<file path="src/rtl/spi_bus_arbiter.sv">
// Round-robin arbiter sharing one SPI master; grant 1 cycle after req, done_out 1 cycle after spi_done.
// Optional idle-grant watchdog (macro SPI_ARB_TIMEOUT_EN) revokes stalled tenures; no backpressure.
module spi_bus_arbiter #(
    parameter int NUM_REQ        = 3,
    parameter int TIMEOUT_CYCLES = 4096
) (
    input  logic               clock,
    input  logic               reset,
    input  logic [NUM_REQ-1:0] req,
    input  logic [NUM_REQ-1:0] start_in,
    output logic [NUM_REQ-1:0] grant,
    output logic [NUM_REQ-1:0] done_out,
    output logic               spi_start,
    input  logic               spi_done,
    input  logic               spi_ss,
    output logic [NUM_REQ-1:0] ss_out,
    output logic               timeout
);

    localparam int IW = (NUM_REQ > 1) ? $clog2(NUM_REQ) : 1;

    typedef enum logic [1:0] {IDLE, GRANT, BUSY, RELEASE} state_t;

    state_t             st_q, st_d;
    logic [NUM_REQ-1:0] grant_q, grant_d;
    logic [NUM_REQ-1:0] done_q, done_d;
    logic [IW-1:0]      ptr_q, ptr_d;
    logic [IW-1:0]      gidx_q, gidx_d;
    logic [IW-1:0]      nxt_ptr, base, win_idx;
    logic [NUM_REQ-1:0] win_oh;
    logic               win_vld;
    logic               wd_hit;

    assign nxt_ptr = (gidx_q == IW'(NUM_REQ - 1)) ? '0 : gidx_q + IW'(1);

    // RELEASE re-arbitrates from the advanced pointer so consecutive tenures
    // are separated by exactly one all-zero grant cycle.
    assign base = (st_q == RELEASE) ? nxt_ptr : ptr_q;

    always_comb begin : arb_search
        int j;
        win_vld = 1'b0;
        win_idx = base;
        win_oh  = '0;
        j       = 0;
        for (int k = NUM_REQ - 1; k >= 0; k--) begin
            j = int'(base) + k;
            if (j >= NUM_REQ) j = j - NUM_REQ;
            if (req[IW'(j)]) begin
                win_vld = 1'b1;
                win_idx = IW'(j);
            end
        end
        win_oh[win_idx] = 1'b1;
    end

    assign spi_start = (st_q == GRANT) && req[gidx_q] && start_in[gidx_q] && !wd_hit && !reset;

    always_comb begin
        st_d    = st_q;
        grant_d = grant_q;
        gidx_d  = gidx_q;
        ptr_d   = ptr_q;
        done_d  = '0;
        case (st_q)
            IDLE: begin
                if (win_vld) begin
                    st_d    = GRANT;
                    grant_d = win_oh;
                    gidx_d  = win_idx;
                end
            end
            GRANT: begin
                if (wd_hit || !req[gidx_q]) begin
                    st_d    = RELEASE;
                    grant_d = '0;
                end else if (start_in[gidx_q]) begin
                    st_d = BUSY;
                end
            end
            BUSY: begin
                // A dropped req does not abort; the tenure ends after completion.
                if (wd_hit) begin
                    st_d    = RELEASE;
                    grant_d = '0;
                end else if (spi_done) begin
                    st_d   = GRANT;
                    done_d = grant_q;
                end
            end
            RELEASE: begin
                ptr_d = nxt_ptr;
                if (win_vld) begin
                    st_d    = GRANT;
                    grant_d = win_oh;
                    gidx_d  = win_idx;
                end else begin
                    st_d = IDLE;
                end
            end
            default: begin
                st_d    = IDLE;
                grant_d = '0;
            end
        endcase
    end

    always_ff @(posedge clock) begin
        if (reset) begin
            st_q    <= IDLE;
            grant_q <= '0;
            done_q  <= '0;
            ptr_q   <= '0;
            gidx_q  <= '0;
        end else begin
            st_q    <= st_d;
            grant_q <= grant_d;
            done_q  <= done_d;
            ptr_q   <= ptr_d;
            gidx_q  <= gidx_d;
        end
    end

`ifdef SPI_ARB_TIMEOUT_EN
    localparam int CW = (TIMEOUT_CYCLES > 2) ? $clog2(TIMEOUT_CYCLES) : 1;

    logic [CW-1:0] cnt_q, cnt_d;

    assign wd_hit = ((st_q == GRANT) || (st_q == BUSY)) && (cnt_q == CW'(TIMEOUT_CYCLES - 1));

    always_comb begin
        cnt_d = cnt_q;
        if ((st_d == GRANT) && (st_q != GRANT)) begin
            cnt_d = '0;
        end else if (spi_start || spi_done) begin
            cnt_d = '0;
        end else if ((st_q == GRANT) || (st_q == BUSY)) begin
            cnt_d = cnt_q + CW'(1);
        end else begin
            cnt_d = '0;
        end
    end

    always_ff @(posedge clock) begin
        if (reset) begin
            cnt_q <= '0;
        end else begin
            cnt_q <= cnt_d;
        end
    end
`else
    logic unused_cfg;
    assign unused_cfg = (TIMEOUT_CYCLES > 1);
    assign wd_hit     = 1'b0;
`endif

    assign timeout  = wd_hit && !reset;
    assign grant    = grant_q;
    assign done_out = done_q;

    always_comb begin
        ss_out = '1;
        for (int i = 0; i < NUM_REQ; i++) begin
            if (grant_q[i] && !reset) ss_out[i] = spi_ss;
        end
    end

endmodule
</file>
<file path="config.mk">
export PLATFORM = sky130hd
export DESIGN_NAME = spi_bus_arbiter
export DESIGN_NICKNAME = d
export VERILOG_FILES = /design/src/rtl/spi_bus_arbiter.sv
export SDC_FILE = /design/constraint.sdc
export NUM_CORES = 1
export LEC_CHECK = 0
export ABC_AREA = 1
export ABC_CLOCK_PERIOD_IN_PS = 2650
export CAP_MARGIN = 20
export CORE_MARGIN = 2
export CORE_UTILIZATION = 49
export DETAILED_ROUTE_END_ITERATION = 8
export PLACE_DENSITY = 0.78
export SYNTH_ARGS = -nofsm -noshare
export SYNTH_HDL_FRONTEND = slang
export SYNTH_SLANG_ARGS = --single-unit
export TNS_END_PERCENT = 20
</file>
<file path="constraint.sdc">
create_clock -name clock -period 2.65 [get_ports clock]
set_input_delay 0.6625 -clock clock [delete_from_list [all_inputs] [get_ports clock]]
set_output_delay 0.6625 -clock clock [all_outputs]
set_load 0.01 [all_outputs]
</file>
==> flow_summary.yaml <==
floorplan:
  die_w_um: 48.23
  ios: 21
  core.rowCount: 15
  die_h_um: 48.23
  die_area_mm2: 0.002326
  start_util_pct: 53.75
  core-area_mm2: 0.001783
cts:
  clock-sinks: 12
  cts_buffers: 3
  cts_htree_levels: 1
  clk_pin_slew_ns: 0.07
  clock_latency_ns: 0.28
  tritoncts: "done"
  clock_path_buffers: 2
  cts-root-buf: "clkbuf_4"
pwr:
  p_seq_share_pct: 19.2
  p_clk_share_pct: 10.7
  total_leakage_power_nw: 0.6520
  switching_share_pct: 50.04
  switching_power_mw: 0.7027
  pwr-share-comb_pct: 70.1
  powerDensity_mw_per_mm2: 1092
  p_int_mw: 0.7015
  ir_drop_mv: 0.5981
final_layout:
  final_nets: 204
  fillers: 149
  antenna_cells: 0
  drive_gt1_share_pct: 15.51
  area_growth_pct: 34.20
  utilization_pct: 72.14
logic_synthesis:
  yosysSeqAreaShare_pct: 25.07
  synth_area_per_cell_um2: 6.105
  ys_ff_latch: 12
  syn-num-nets: 173
  synthesis.area_um2: 958.4
  syn_inst: 157
  synth.distinct_cells: 21
  yosys_warnings: 0
drt:
  vias_per_cell: 4.868
  drt_wl_total_um: 2218
  via_count: 1032
  ant_nets: 0
  drt_iter0_drc: 21
  drt-wirelength-per-cell_um: 10.46
  firstDrtPassIters: 4
  drc: 0
sta:
  final_hold_viol_count: 0
  finClkSkew_ns: 0.006590
  min_period_ns: 2.548
  finalSetupViolations: 0
  finalMaxSlewViolations: 0
  fin_hold_ws_ns: 0.4758
  fmax_ghz: 0.3925
  fin_crit_sh_pct: 96.14
  tns_ns: 0
  rsz0062_at_grt: "false"
worst_setup_path:
  r2r_start: "st_q[0]"
  worstSetupEndpointType: "output port"
  r2r_slack_ns: 0.25
  cp.arrival_ns: 1.89
  worstPathRequired_ns: 1.99
  critPathMaxFanout: 2
  startpoint_type: "input pin"
  critPathKind: "in -> out"
  r2r-end: "st_q[1]"
  reg2reg_depth: 15
hold_path:
  hp-class: "reg -> reg"
  worstHoldPathCells: 2
  hold_path_startpoint: "grant[0]"
  min_to: "done_out[0]"
run_status:
  status: "finished, final reports clean"
global_routing:
  antenna_found_initial: 0
  grtUsageTotal_pct: 21.04
  grt_max_degree: 8
  grt_pass1_wl_um: 3422
  overflow: 0
  grt_pass1_vias: 888
place:
  port_buffers: 19
  gp_congestion: 0.8757
  dp_hpwl_um: 1786
flow_run:
  cap_violations: 0
flip-flops by register name, indices dropped and copies added, names as in the netlist:
| register | cells |
|---|---|
| gidx_q | 2 |
| st_q | 2 |
| ptr_q | 2 |
| done_out | 3 |
| grant | 3 |
layout by cell type (no fill, tap or decap), types with 5 or more instances in the layout:
cell type,synthesis,final
a21oi_1,9,9
buf_4,1,9
clkdlybuf4s50_1,0,18
dfxtp_1,12,12
ha_1,6,5
inv_1,27,27
nand2_1,41,41
nand2_2,5,5
nand3_1,22,22
nor2_1,14,14
o21ai_0,6,5
cell usage after synthesis:
| cell | instances | area, um^2 |
|---|---|---|
| nor2_4 | 1 | 11.26 |
| dfxtp_1 | 12 | 240.2 |
| buf_4 | 1 | 7.510 |
| nand3_2 | 2 | 20.02 |
| nor2_2 | 1 | 6.260 |
| nand2_4 | 3 | 33.78 |
| nand2_1 | 41 | 153.9 |
| a21oi_1 | 9 | 45.04 |
| or2_1 | 1 | 6.260 |
| o21ai_0 | 6 | 30.03 |
| nand2_2 | 5 | 31.28 |
| a21oi_2 | 1 | 8.760 |
| nor2_1 | 14 | 52.55 |
| inv_2 | 1 | 3.750 |
| buf_2 | 1 | 5.000 |
| nand3_1 | 22 | 110.1 |
| inv_1 | 27 | 101.4 |
| o211ai_1 | 1 | 7.510 |
| conb_1 | 1 | 3.750 |
| o21ai_1 | 1 | 5.000 |
| ha_1 | 6 | 75.07 |
stage by stage:
| step | instance area [um^2] | instances | total power [mW] | setup WS [ns] |
|---|---|---|---|---|
| global placement | 1227 | 207 | 1.182 | -0.1744 |
| finish | 1286 | 212 | 1.404 | 0.1022 |
| floorplan | 958.4 | 157 | 0.9767 | 0.4480 |
| detailed placement | 1227 | 207 | 1.204 | -0.1852 |
| global route | 1286 | 212 | 1.547 | 0.01898 |
| CTS | 1270 | 212 | 1.367 | 0.1028 |
kinds of logic (layout without fill, tap and decap cells):
group	Yosys count	in the layout	synth area share, %
compound gates	18	18	10.05
fa+ha+maj	6	6	7.833
buf+inv	30	60	12.27
flops	12	12	25.07
other cells	1	1	0.3913
simple gates	90	90	44.39
how the worst max path moves through the flow:
stage / from / endpoint / slack [ns] / cells past startpoint
6_report: req[1] / spi_start / 0.10 / 6
5_1_grt: req[1] / spi_start / 0.02 / 6
4_1_cts: st_q[0] / st_q[1] / 0.10 / 15
3_5_place_dp: req[1] / spi_start / -0.19 / 6
3_3_place_gp: req[1] / spi_start / -0.17 / 6
2_1_floorplan: st_q[0] / grant[0] / 0.45 / 15
power groups by stage:
stage	combinational [mW]	clock (mW)	sequential (mW)
after floorplan	0.705	0	0.271
after global placement	0.910	0	0.271
after detailed placement	0.930	0	0.274
after CTS	0.944	0.153	0.270
after global routing	1.12	0.155	0.275
final	0.984	0.150	0.270
worst max-delay path, stage by stage:
cell and delay [ns]:
clkdlybuf4s50_1 0.49, inv_1 0.06, o211ai_1 0.21, nand2_1 0.10
nor2_1 0.09, dlygate4sd2_1 0.27
what timing repair did:
action | CTS | global route
pin swaps | 1 | 0
resized for setup | 1 | 3
endpoints found under the setup margin | 1 | 7
setup buffers | 1 | 0
endpoints found under the hold margin | 0 | 0
hold buffers | 0 | 0
gates cloned | 0 | 0
cell type report:
cell class	count	area, um^2	share of cell area [%]
multi-input cells	115	616.8	47.96
repair buffers	28	256.5	19.94
flip-flops and latches	12	240.2	18.68
inverters	28	105.1	8.171
clock buffers	4	36.28	2.821
well taps	25	31.28	2.432
per-layer routing:
metal | global-route usage (%) | vias to the layer above | routed length, um
met5 | 0 | - | 0
met4 | 10.27 | 0 | 42
met3 | 2.593 | 5 | 140
met2 | 36.32 | 33 | 1019
met1 | 25.56 | 442 | 1016
li1 | - | 552 | -
Note: power is estimated with default switching activity, not from simulation.
